===== config.mk =====
export PLATFORM = sky130hd
export DESIGN_NAME = bram_reader
export DESIGN_NICKNAME = d
export VERILOG_FILES = /design/src/rtl/bram_reader.sv
export SDC_FILE = /design/constraint.sdc
export NUM_CORES = 1
export LEC_CHECK = 0
export BUFFER_PORTS_ARGS = -buffer_cell sky130_fd_sc_hd__buf_2
export CORE_MARGIN = 2
export CORE_UTILIZATION = 45
export CTS_BUF_LIST = sky130_fd_sc_hd__clkbuf_8
export CTS_CLUSTER_DIAMETER = 80
export CTS_CLUSTER_SIZE = 16
export DETAILED_ROUTE_END_ITERATION = 12
export GPL_ROUTABILITY_DRIVEN = 0
export PLACE_DENSITY = 0.73
export SLEW_MARGIN = 20
export SYNTH_ARGS = -nofsm -noshare
export SYNTH_HDL_FRONTEND = slang
export SYNTH_SLANG_ARGS = --single-unit

===== constraint.sdc =====
create_clock -name clk -period 3.55 [get_ports clk]
set_input_delay 0.5325 -clock clk [delete_from_list [all_inputs] [get_ports clk]]
set_output_delay 0.5325 -clock clk [all_outputs]
set_load 0.01 [all_outputs]

===== src/rtl/bram_reader.sv =====
// bram_reader: sweeps every BRAM address through a read port and streams the
// words out on an AXI4-Stream master. A small prefetch FIFO absorbs the BRAM
// read latency so full throughput is kept with tready high. Reads are issued
// only while the FIFO can hold every outstanding word, so it never overflows.
module bram_reader #(
  parameter int BRAM_WIDTH   = 13,
  parameter int DATA_WIDTH   = 32,
  parameter int READ_LATENCY = 2
) (
  input  logic                  clk,
  input  logic                  resetn,
  input  logic                  start,
  input  logic                  loop,
  output logic [BRAM_WIDTH-1:0] bram_addr,
  output logic                  bram_en,
  input  logic [DATA_WIDTH-1:0] bram_rddata,
  output logic [DATA_WIDTH-1:0] m_axis_tdata,
  output logic                  m_axis_tvalid,
  input  logic                  m_axis_tready,
  output logic                  m_axis_tlast,
  output logic                  busy,
  output logic                  done
);

  // Buffer holds every in-flight read plus slack for back-to-back streaming.
  localparam int BUF_DEPTH = READ_LATENCY + 2;
  localparam int PW        = $clog2(BUF_DEPTH);
  localparam int CW        = $clog2(2 * BUF_DEPTH + 1);
  localparam logic [BRAM_WIDTH-1:0] ADDR_LAST = '1;

  typedef enum logic [1:0] {
    S_IDLE,
    S_RUN,
    S_DRAIN
  } state_t;

  state_t                  state_q, state_d;
  logic [BRAM_WIDTH-1:0]   addr_q, addr_d;

  // Read-return tracking: bit k set means a read issued k cycles ago.
  logic [READ_LATENCY:1]   vld_pipe_q, vld_pipe_d;
  logic [READ_LATENCY:1]   last_pipe_q, last_pipe_d;

  // Prefetch FIFO.
  logic [DATA_WIDTH-1:0]   data_mem_q [BUF_DEPTH];
  logic [DATA_WIDTH-1:0]   data_mem_d [BUF_DEPTH];
  logic [BUF_DEPTH-1:0]    last_mem_q, last_mem_d;
  logic [PW-1:0]           wr_ptr_q, wr_ptr_d;
  logic [PW-1:0]           rd_ptr_q, rd_ptr_d;
  logic [CW-1:0]           occ_q, occ_d;

  logic [CW-1:0]           inflight;
  logic [CW-1:0]           pending;
  logic                    room;
  logic                    issue;
  logic                    push;
  logic                    push_last;
  logic                    pop;
  logic                    fin;

  function automatic logic [PW-1:0] nxt_ptr(input logic [PW-1:0] p);
    return (p == PW'(BUF_DEPTH - 1)) ? '0 : p + 1'b1;
  endfunction

  // Count reads still travelling through the BRAM pipeline.
  always_comb begin
    inflight = '0;
    for (int k = 1; k <= READ_LATENCY; k++)
      inflight = inflight + CW'(vld_pipe_q[k]);
  end

  assign pending = occ_q + inflight;
  assign room    = (pending < CW'(BUF_DEPTH));

  // Sequencer: next state, read issue, address advance, completion.
  always_comb begin
    state_d = state_q;
    addr_d  = addr_q;
    issue   = 1'b0;
    fin     = 1'b0;
    case (state_q)
      S_IDLE: begin
        if (start) begin
          state_d = S_RUN;
          addr_d  = '0;
        end
      end
      S_RUN: begin
        if (room) begin
          issue  = 1'b1;
          addr_d = addr_q + 1'b1;
          // loop only matters on the final address of a pass.
          if (addr_q == ADDR_LAST && !loop)
            state_d = S_DRAIN;
        end
      end
      S_DRAIN: begin
        if (occ_q == '0 && inflight == '0) begin
          fin     = 1'b1;
          state_d = S_IDLE;
        end
      end
      default: state_d = S_IDLE;
    endcase
  end

  // Shift issued reads (with their last-address tag) toward the return point.
  always_comb begin
    vld_pipe_d     = '0;
    last_pipe_d    = '0;
    vld_pipe_d[1]  = issue;
    last_pipe_d[1] = issue && (addr_q == ADDR_LAST);
    for (int k = 2; k <= READ_LATENCY; k++) begin
      vld_pipe_d[k]  = vld_pipe_q[k-1];
      last_pipe_d[k] = last_pipe_q[k-1];
    end
  end

  assign push      = vld_pipe_q[READ_LATENCY];
  assign push_last = last_pipe_q[READ_LATENCY];
  assign pop       = m_axis_tvalid && m_axis_tready;

  // FIFO update: capture returning data, retire the head on a handshake.
  always_comb begin
    data_mem_d = data_mem_q;
    last_mem_d = last_mem_q;
    wr_ptr_d   = wr_ptr_q;
    rd_ptr_d   = rd_ptr_q;
    if (push) begin
      data_mem_d[wr_ptr_q] = bram_rddata;
      last_mem_d[wr_ptr_q] = push_last;
      wr_ptr_d             = nxt_ptr(wr_ptr_q);
    end
    if (pop)
      rd_ptr_d = nxt_ptr(rd_ptr_q);
    occ_d = occ_q + CW'(push) - CW'(pop);
  end

  // State registers; reset also discards any reads still in flight.
  always_ff @(posedge clk) begin
    if (!resetn) begin
      state_q     <= S_IDLE;
      addr_q      <= '0;
      vld_pipe_q  <= '0;
      last_pipe_q <= '0;
      for (int i = 0; i < BUF_DEPTH; i++) data_mem_q[i] <= '0;
      last_mem_q  <= '0;
      wr_ptr_q    <= '0;
      rd_ptr_q    <= '0;
      occ_q       <= '0;
    end else begin
      state_q     <= state_d;
      addr_q      <= addr_d;
      vld_pipe_q  <= vld_pipe_d;
      last_pipe_q <= last_pipe_d;
      data_mem_q  <= data_mem_d;
      last_mem_q  <= last_mem_d;
      wr_ptr_q    <= wr_ptr_d;
      rd_ptr_q    <= rd_ptr_d;
      occ_q       <= occ_d;
    end
  end

  assign bram_en       = issue;
  assign bram_addr     = addr_q;
  assign m_axis_tvalid = (occ_q != '0);
  assign m_axis_tdata  = m_axis_tvalid ? data_mem_q[rd_ptr_q] : '0;
  assign m_axis_tlast  = m_axis_tvalid && last_mem_q[rd_ptr_q];
  assign done          = fin;
  assign busy          = (state_q != S_IDLE) && !fin;

endmodule


## After elaboration in Yosys (flattened, before gate mapping)

Cells that the tools add are included.

- Memory bits (read-only): 0
- Register bits after elaboration: 159
- Memories: 0
- Word-level logic and storage cells: 81
- Bits in writable memories: 0
- Output and inout port bits: 50
- Latch bits: 0

- Shifts and indexed selects: 0
- Eq/ne operators: 9
- Divide/modulo/power cells: 0
- Multipliers: 0
- Reduce and logical (&&, ||, !) cells: 18
- Bitwise operators: 2
- Add/subtract/negate cells: 7
- Order comparisons: 7
- Mux-type cells: 26

Operators by type and width:

| kind | number |
|---|---|
| $bwmux W128 | 1 |
| $mux W32 | 4 |
| $bmux W32 S2 | 1 |
| $demux W32 S2 | 1 |
| $mux W13 | 2 |
| $pmux W13 S2 | 1 |
| $add A13 B1 Y13 const B | 1 |
| $eq A13 B13 Y1 const B | 1 |
| $mux W2 | 6 |
| $logic_and A1 B1 Y1 | 8 |
| $logic_not A4 Y1 | 2 |
| $ne A2 B2 Y1 const B | 4 |
| $eq A2 B2 Y1 const B | 3 |
| $ge A3 B3 Y1 const B | 2 |
| $lt A2 B3 Y1 const B | 2 |
| $mux W1 | 6 |
| $not A2 Y3 | 2 |
| $pmux W2 S3 | 1 |
| $add A2 B1 Y2 const B | 2 |
| $add A4 B1 Y4 | 1 |
| $add A4 B2 Y4 | 1 |
| $bwmux W4 | 1 |
| $lt A4 B3 Y1 const B | 1 |
| $reduce_and A4 Y1 | 1 |
| other kinds (12) | 14 |

## Depth between registers and ports, before layout

Gate-level depths: netlist (run 1).

- Word-level depth: 7
- Gate-level depth with buffers: 13
- Mapped depth without buffers: 12

## Least setup slack after synthesis (run 1)

No wires, ideal clock.

- Path type: register to register
- From: register occ_q[2]
- To: register occ_q[2]
- Clock period less this slack: 2452 ps
- Data arrival time: 2324 ps
- Stages on the path, launching flop included: 14
- Setup slack: 1098 ps
- Required time: 3422 ps
- Setup time: 128 ps
- Buffers on the path: 1
- Cells stage by stage: dfxtp_1 inv_1 ha_1 or3b_2 clkbuf_1 nand2_1 inv_1 ha_1 inv_1 ha_1 inv_1 fa_1 xor2_1 nor2_1

- Longest elaborated chain between the ends: 3
- Elaborated cells between the ends (all ways): 4
- Classes of those cells: add/sub (2); reduce/logical (2)

RTL lines:

| what | RTL line | text |
|---|---|---|
| start, declared | 50 | `logic [CW-1:0] occ_q, occ_d;` |
| start signal, assigned | 150 | `occ_q <= '0;` |
| start signal, assigned | 160 | `occ_q <= occ_d;` |
| $reduce_bool A4 Y1 | 166 | `assign m_axis_tvalid = (occ_q != '0);` |
| $logic_and A1 B1 Y1 | 121 | `assign pop = m_axis_tvalid && m_axis_tready;` |
| named net pop | 58 | `logic pop;` |
| $sub A4 B1 Y4 | 136 | `occ_d = occ_q + CW'(push) - CW'(pop);` |

The timed path passes the listed nets, and every way through them passes these cells.
A chain may end at the register's enable or synchronous reset.

## Worst setup path after layout (run 1)

- From: register state_q[1]
- To: output port bram_en

- Longest elaborated chain between the ends: 2

RTL lines:

| what | RTL line | text |
|---|---|---|
| start, declared | 37 | `state_t state_q, state_d;` |
| start signal, assigned | 152 | `state_q <= state_d;` |
| $eq A2 B1 Y1 | 81 | `case (state_q)` |
| $mux W1 | 81 |  |
| end, declared | 15 | `output logic bram_en,` |

No other way between the ends.

==> run_results.csv, run 1 <==
group,metric,value,unit
status,status,"completed",
timing,finalHoldViolations,0,
pwr,clock_power_share,0.348,
yosys,ys_seq_area_frac,0.4428,
timing,setup-tns-final,0,ns
timing,setup_violations,0,
yosys,synth_area,7188,sq um
worst_setup_path,path_max_fanout,20,
pwr,p_int,2843,uW
die,die_w,130.4,um
global_route,grt_pass1_vias,5400,
routing,first_pass_iters,5,
placed_design,placedInstanceArea,7722,sq um
pwr,seq_power_share,0.477,
timing,period_share,0.8112,
pwr,p_sw,1195,uW
layout,layout_common_cells,"nand2_1, dfxtp_1, a21oi_1",
clock_network,cts_buffer_depth,2,
yosys,async_reset_ff_frac,0,
pwr,peakVddDrop,0.2493,mV
yosys,ys_types,48,
layout,final.fill_count,1504,
layout,area_growth_syn_to_layout,13.19,%
clock_network,cts_tree,"built",
yosys,ys_ff_latch,159,
timing,max_clock_freq,347.3,MHz
layout,nNetsFinal,954,
yosys,synth_area_per_cell,8.427,sq um
yosys,synth_warnings,0,
clock_network,cts_root_buf,"clkbuf_8",
routing,post_drt_wl_per_cell,15.37,um
die,rows,46,
routing,dr.first_iter.drc_count,405,
global_route,grt_usage,0.2054,
worst_setup_path,critPathLaunchType,"register",
die,ios,87,
die,start_util,0.4558,
pwr,power.share.switching,0.2959,
routing,drt.antenna.violating_nets,0,
placed_design,hpwlAfterDp,10440,um
timing,period_minus_slack,2.880,ns
yosys,synth_flop_cell,"dfxtp_1",
worst_setup_path,cp.required,3.02,ns
pwr,p_leak,0.002957,uW
die,coreArea,15770,sq um
clock_network,post_cts_resized,0,
layout,final_area,8137,sq um
die,die-area,17000,sq um
timing,rsz0062_at_grt,"false",
placed_design,io_buffers,86,
die,die_h,130.4,um
global_route,grt_max_degree,85,
min_path,worstHoldPathType,"in -> reg",
yosys,netlist_instances,853,
pwr,p_comb_frac,0.175,
clock_network,clkTransAtPathRegs,0.09,ns
clock_network,clk_latency,0.45,ns
clock_network,cts_buffers,17,
clock_network,holdBufCountCts,0,
yosys,synth_edf_count,0,
clock_network,clock_sinks,159,
job,cap_viol_max_count,0,
timing,slew_headroom,0.4124,
yosys,synthesis.nets,905,
routing,via_count,6026,
worst_setup_path,cp-end-kind,"output port",
pwr,power_density,496.3,nW/um^2
layout,antenna_cells,0,
layout,multiInputGateArea,3667,sq um
timing,skew,0.01223,ns
timing,slew_violations,0,
routing,wl,17390,um
global_route,grt_pass1_wl,27410,um
global_route,antenna_found_initial,0,
worst_setup_path,arrival,2.35,ns
routing,routed_via_density,5.328,
timing,max_slew.worst_pin.slew,0.8814,ns
worst_setup_path,worstSetupPathType,"reg -> out",
routing,drc,0,
layout,regArea,3186,sq um
clock_network,cts_setup_buffers,0,
global_route,gr-total-overflow,0,
layout,layout_commonest_cell,"nand2_1",
layout,final_layout_size_suffix_gt1_frac,0.1902,
clock_network,h-tree-depth,4,
-- flip-flops by register name (all words and copies together), names as in the netlist --
signal / cells
data_mem_q: 128
bram_addr: 13
last_mem_q: 4
occ_q: 4
last_pipe_q: 2
rd_ptr_q: 2
state_q: 2
vld_pipe_q: 2
wr_ptr_q: 2
-- cell families after synthesis --
logic type | Yosys count | synth area share
and+or+nand+nor | 385 | 0.2357
adders and majority gates | 15 | 0.02715
DFF | 159 | 0.4428
buffers and inverters | 86 | 0.04769
muxes | 39 | 0.1135
xor gates and xnor gates | 2 | 0.002437
AOI/OAI and AO/OA | 167 | 0.1307
-- final cells by class --
class,instances,area share
well taps,216,0.03322
multi-input cells,608,0.4507
repair buffers,97,0.06459
clock inverters,14,0.02045
clock buffers,18,0.03045
flip-flops and latches,159,0.3915
inverters,19,0.009073
-- stage by stage --
stage	util	setup slack (ns)	std cells	total power (uW)	hold WS [ns]
floorplan	-	1.098	853	2450	0.4119
global placement	0.4897	1.094	1099	2675	0.4388
detailed placement	0.4897	1.061	1099	2683	0.4445
CTS	0.5159	0.6415	1131	4067	0.3165
global route	0.5159	0.5383	1131	4221	0.3198
finish	0.5159	0.6703	1131	4038	0.3405
-- power groups by stage --
stage,logic (uW),registers [uW],clock network (uW)
after global placement,707,1970,0
after detailed placement,715,1970,0
after CTS,716,1930,1420
final,708,1930,1400
after floorplan,546,1900,0
after global routing,780,1940,1500
-- worst max-delay path: stages, from the launching register on --
cell and delay [ns]:
dfxtp_1 0.55, or4b_2 0.79, mux2i_4 0.35, buf_2 0.20
-- worst paths after layout --
kind              startpoint             end  slack, ns  cells after the start
max               state_q[1]         bram_en       0.67                      3
min          bram_rddata[25]  data_mem_q[89]       0.34                      3
max reg2reg         occ_q[2]        occ_q[2]       1.04                     12
min reg2reg   data_mem_q[45]  data_mem_q[45]       0.45                      2
-- Yosys cell counts, types with 10 or more instances --
cell        n  area, sq um
ha_1       14        175.2
dfxtp_1   159         3183
clkbuf_1   51        191.4
and2_1     44        275.3
nand2_1   279         1047
nor2_1     11        41.29
a21oi_1   138        690.7
inv_1      18        67.56
nand4_1    10        62.56
mux4_2     33        743.2
-- per-layer routing --
metal	wire, um	track usage
met5	0	0
met4	198	0.05257
met3	949	0.04764
met2	8533	0.3360
met1	7704	0.2772
(Power assumes the default switching activity.)
==> run 2: changes to the inputs <==
Settings changed: PLACE_DENSITY 0.73 to 0.76.
Clock period 3.55 ns to 2.4 ns, I/O delays scaled along.
==> run_results.csv, run 2 (synthesized netlist as in run 1, its figures left out) <==
group,metric,value,unit
worst_setup_path,crit_family,"simple AND/OR/NAND/NOR gates",
clock_network,clkTransAtPathRegs,0.09,ns
worst_setup_path,crit_buf_inv,4,
timing,period_share,0.9634,
global_route,grt_usage,0.2186,
placed_design,io_buffers,86,
layout,layout_commonest_cell,"nand2_1",
global_route,gr-total-overflow,0,
clock_network,cts_buffer_depth,2,
timing,rsz0062_at_grt,"true",
clock_network,h-tree-depth,4,
routing,routed_via_density,5.385,
placed_design,post-place-ws,0.06659,ns
global_route,grt_max_degree,55,
clock_network,holdBufCountCts,0,
layout,layout_common_cells,"nand2_1, dfxtp_1, a21oi_1",
layout,largest_reg_flops,128,
routing,dr.first_iter.drc_count,414,
worst_setup_path,path_max_fanout,17,
timing,finalHoldViolations,0,
routing,wl,17990,um
global_route,grt_pass1_vias,5725,
global_route,antenna_found_initial,0,
timing,fin_ws,0.08778,ns
worst_setup_path,slowest_stage,"or3b_4",
worst_setup_path,cp.required,2.04,ns
worst_setup_path,critPathLaunch,"occ_q[2]",
global_route,grt_pass1_wl,28600,um
clock_network,cts_buffers,17,
job,cap_viol_max_count,0,
worst_setup_path,arrival,1.95,ns
clock_network,clock_sinks,159,
timing,slew_headroom,0.6069,
routing,via_count,6225,
placed_design,hpwlAfterDp,11000,um
timing,max_clock_freq,432.5,MHz
layout,regMostFlops,"data_mem_q",
worst_setup_path,worstSetupPathType,"reg -> out",
clock_network,cts_root_buf,"clkbuf_8",
routing,drt.antenna.violating_nets,0,
die,start_util,0.4558,
min_path,worstHoldPathType,"in -> reg",
die,die-area,17000,sq um
timing,skew,0.009573,ns
layout,final_core_util,0.5356,
timing,setup_violations,0,
layout,area_growth_syn_to_layout,17.51,%
pwr,power_density,737.8,nW/um^2
layout,final.fill_count,1474,
worst_setup_path,r2r-start,"occ_q[2]",
routing,drc,0,
clock_network,clk_latency,0.46,ns
timing,max_slew.worst_pin.slew,0.5897,ns
clock_network,cts_tree,"built",
die,die_w,130.4,um
pwr,peakVddDrop,0.5136,mV
routing,first_pass_iters,5,
min_path,min_from,"bram_rddata[5]",
layout,final_layout_size_suffix_gt1_frac,0.2170,
worst_setup_path,critPathLaunchType,"register",
timing,slew_violations,0,
die,ios,87,
status,status,"completed",
pwr,p_leak,0.003112,uW
worst_setup_path,cp_cell_sequence,"inv_2 > ha_1 > or3b_4 > buf_6 > buf_16 > and2_1 > buf_2",
placed_design,placedInstanceArea,7938,sq um
layout,nNetsFinal,979,
layout,final_area,8447,sq um
die,coreArea,15770,sq um
timing,period_minus_slack,2.312,ns
layout,antenna_cells,0,
die,rows,46,
routing,post_drt_wl_per_cell,15.56,um
die,die_h,130.4,um
worst_setup_path,cp-end-kind,"output port",
worst_setup_path,cpPeakStageDelay,0.42,ns
[run 2: metal layers]
| metal | GRT usage | share of wire | vias to the layer above | routed length (um) |
|---|---|---|---|---|
| li1 | - | - | 3046 | - |
| met1 | 0.2766 | 0.43 | 2937 | 7826 |
| met2 | 0.3736 | 0.50 | 213 | 8918 |
| met3 | 0.04764 | 0.056 | 29 | 1014 |
| met4 | 0.07322 | 0.013 | 0 | 231 |
| met5 | 0 | 0 | - | 0 |
[run 2: path summary, 6_finish.rpt]
kind	end	slack, ns	cells after the start
max	m_axis_tdata[11]	0.09	7
max reg2reg	occ_q[1]	0.13	11
min	data_mem_q[37]	0.17	3
min reg2reg	data_mem_q[68]	0.46	2
[run 2: worst reg2reg max path, delay by kind of cell, from the launching register on]
kind	cells	cell delay (ns)
adder cells (fa/ha/maj)	4	1.07
flip-flops	1	0.33
buffers and inverters	4	0.20
AND/OR/NAND/NOR	3	0.54
[run 2: area by class of cell]
cell class	count	area [sq um]	area share
Inverter	19	73.82	0.008739
Clock buffer	19	261.5	0.03096
Timing Repair Buffer	122	828.3	0.09806
Multi-Input combinational cell	608	3682	0.4359
Tap cell	216	270.3	0.03200
Clock inverter	13	137.6	0.01629
Sequential cell	159	3193	0.3780
[run 2: what timing repair did]
action                                  CTS  global route
pin swaps                                 0             2
gates cloned                              1             0
buffers inserted                          4             1
resized for setup                         7             9
endpoints found under the setup margin   34             9
[run 2: per-stage QoR]
stage / power, uW / cells / hold slack, ns / TNS, ns
final: 6232 / 1156 / 0.1658 / 0
after detailed placement: 4078 / 1118 / 0.4457 / 0
after CTS: 6253 / 1155 / 0.1347 / 0
after global placement: 4058 / 1118 / 0.4392 / 0
after global routing: 6551 / 1156 / 0.1360 / -0.02956
after floorplan: 3632 / 853 / 0.4119 / -0.007637
[run 2: power breakdown]
group	internal (uW)	switching (uW)	total, uW	leakage (uW)
logic	682	759	1440	0.00163
clock network	980	1010	1990	0.000198
registers	2720	86.6	2800	0.00129
==> run 3: changes to the inputs <==
Settings changed: CORE_ASPECT_RATIO set to 1.75, CTS_CLUSTER_DIAMETER 80 to 150.
==> run_results.csv, run 3 (synthesized netlist as in run 1, its figures left out) <==
group,metric,value,unit
timing,finalHoldViolations,0,
layout,layout_commonest_cell,"nand2_1",
routing,post_drt_wl_per_cell,16.11,um
placed_design,placedInstanceArea,7904,sq um
clock_network,cts_buffers,17,
layout,multiInputGateArea,3681,sq um
status,status,"completed",
timing,period_minus_slack,2.319,ns
global_route,antenna_found_initial,2,
job,cap_viol_max_count,0,
routing,drt.antenna.violating_nets,0,
global_route,grt_pass1_vias,6151,
pwr,p_leak,0.003144,uW
clock_network,cts_root_buf,"clkbuf_8",
worst_setup_path,cp-end-kind,"output port",
layout,final_area,8443,sq um
die,ios,87,
global_route,busiest_layer,"met2",
clock_network,h-tree-depth,4,
worst_setup_path,critPathLaunch,"occ_q[2]",
timing,rsz0062_at_grt,"false",
routing,wl,18370,um
clock_network,clkTransAtPathRegs,0.09,ns
global_route,use_met2,0.4063,
worst_setup_path,r2r-start,"occ_q[2]",
routing,drc,0,
placed_design,io_buffers,86,
timing,setup_violations,0,
layout,regArea,3194,sq um
timing,period_share,0.9664,
clock_network,holdBufCountCts,0,
global_route,grt_pass1_wl,29430,um
layout,nNetsFinal,989,
clock_network,clock_sinks,159,
min_path,whs_path_depth,3,
routing,routed_via_density,5.519,
timing,max_slew.worst_pin.slew,0.7648,ns
timing,max_clock_freq,431.2,MHz
global_route,groute.layer.met3.usage,0.04551,
layout,layout_common_cells,"nand2_1, dfxtp_1, a21oi_1",
layout,regMostFlops,"data_mem_q",
layout,area_growth_syn_to_layout,17.46,%
worst_setup_path,arrival,1.96,ns
min_path,worstHoldPathType,"in -> reg",
die,die_h,171.2,um
pwr,peakVddDrop,0.5376,mV
routing,first_pass_iters,5,
layout,final_layout_size_suffix_gt1_frac,0.2242,
clock_network,cts_tree,"built",
die,die-area,17040,sq um
worst_setup_path,path_max_fanout,5,
worst_setup_path,rr_worst_depth,11,
min_path,min_from,"bram_rddata[26]",
die,die_w,99.54,um
worst_setup_path,cp.required,2.04,ns
die,start_util,0.4550,
worst_setup_path,critPathLaunchType,"register",
clock_network,cts_buffer_depth,2,
routing,dr.first_iter.drc_count,306,
timing,slew_violations,0,
clock_network,clk_latency,0.46,ns
layout,final_core_util,0.5344,
worst_setup_path,worstSetupPathType,"reg -> out",
global_route,gr-total-overflow,0,
layout,largest_reg_flops,128,
routing,via_count,6292,
global_route,grt_max_degree,57,
timing,skew,0.01778,ns
global_route,met1_usage,0.2294,
layout,final.fill_count,1451,
pwr,power_density,733.4,nW/um^2
timing,slew_headroom,0.4901,
placed_design,hpwlAfterDp,12330,um
global_route,grt_usage,0.2174,
die,coreArea,15800,sq um
die,rows,61,
==> run 3: cell types whose count changed in the layout (fill, tap and decap cells not counted), sizes merged <==
cell / before / now
buf: 122 / 132
bufinv: 2 / 3
clkbuf: 19 / 18
clkinv: 6 / 4
clkinvlp: 3 / 4
diode: 0 / 1
inv: 21 / 22
==> run 3: path summary, 6_finish.rpt <==
kind | to | slack (ns)
max reg2reg | occ_q[1] | 0.10
max | bram_en | 0.08
min | data_mem_q[122] | 0.16
min reg2reg | data_mem_q[71] | 0.45
==> run 3: per-layer routing <==
layer | wire, um | vias up
met1 | 6838 | 3020
met2 | 10180 | 171
met4 | 405 | 2
met5 | 11 | -
met3 | 932 | 38
li1 | - | 3061
==> run 3: area by class of cell <==
class / count / area share
antenna: 1 / 0.0002964
timing repair buffer: 132 / 0.09973
clock buffer: 18 / 0.02934
clock inverter: 14 / 0.01956
inverter: 19 / 0.008743
multi-input combinational: 608 / 0.4360
tap: 189 / 0.02801
sequential: 159 / 0.3783
==> run 3: worst max-delay path: stages (launching register included) <==
cell,delay [ns]
dfxtp_2,0.33
buf_4,0.14
or4b_2,0.66
mux2i_4,0.21
buf_2,0.16
==> run 3: power breakdown <==
group          leakage [uW]  internal [uW]  switching, uW
Sequential          0.00129           2720           84.2
Combinational       0.00166            623            716
Clock              0.000203           1050           1000
Total               0.00314           4390           1800
==> run 3: repair_timing <==
item                                    CTS  global route
endpoints found under the setup margin   34             9
pin swaps                                 0             1
buffers inserted                          1            10
resized for setup                         6             8
gates cloned                              0             0
==> run 3: stage by stage <==
stage                     hold slack (ns)  setup WS (ns)  power, uW    TNS, ns  std cells
after floorplan                    0.4119      -0.007637       3632  -0.007637        853
after global placement             0.4382        0.08980       4035          0       1096
after detailed placement           0.4444        0.01949       4075          0       1096
after CTS                          0.1497        0.01283       6168          0       1129
after global routing               0.1554       0.001450       6476          0       1139
final                              0.1598        0.08068       6192          0       1140
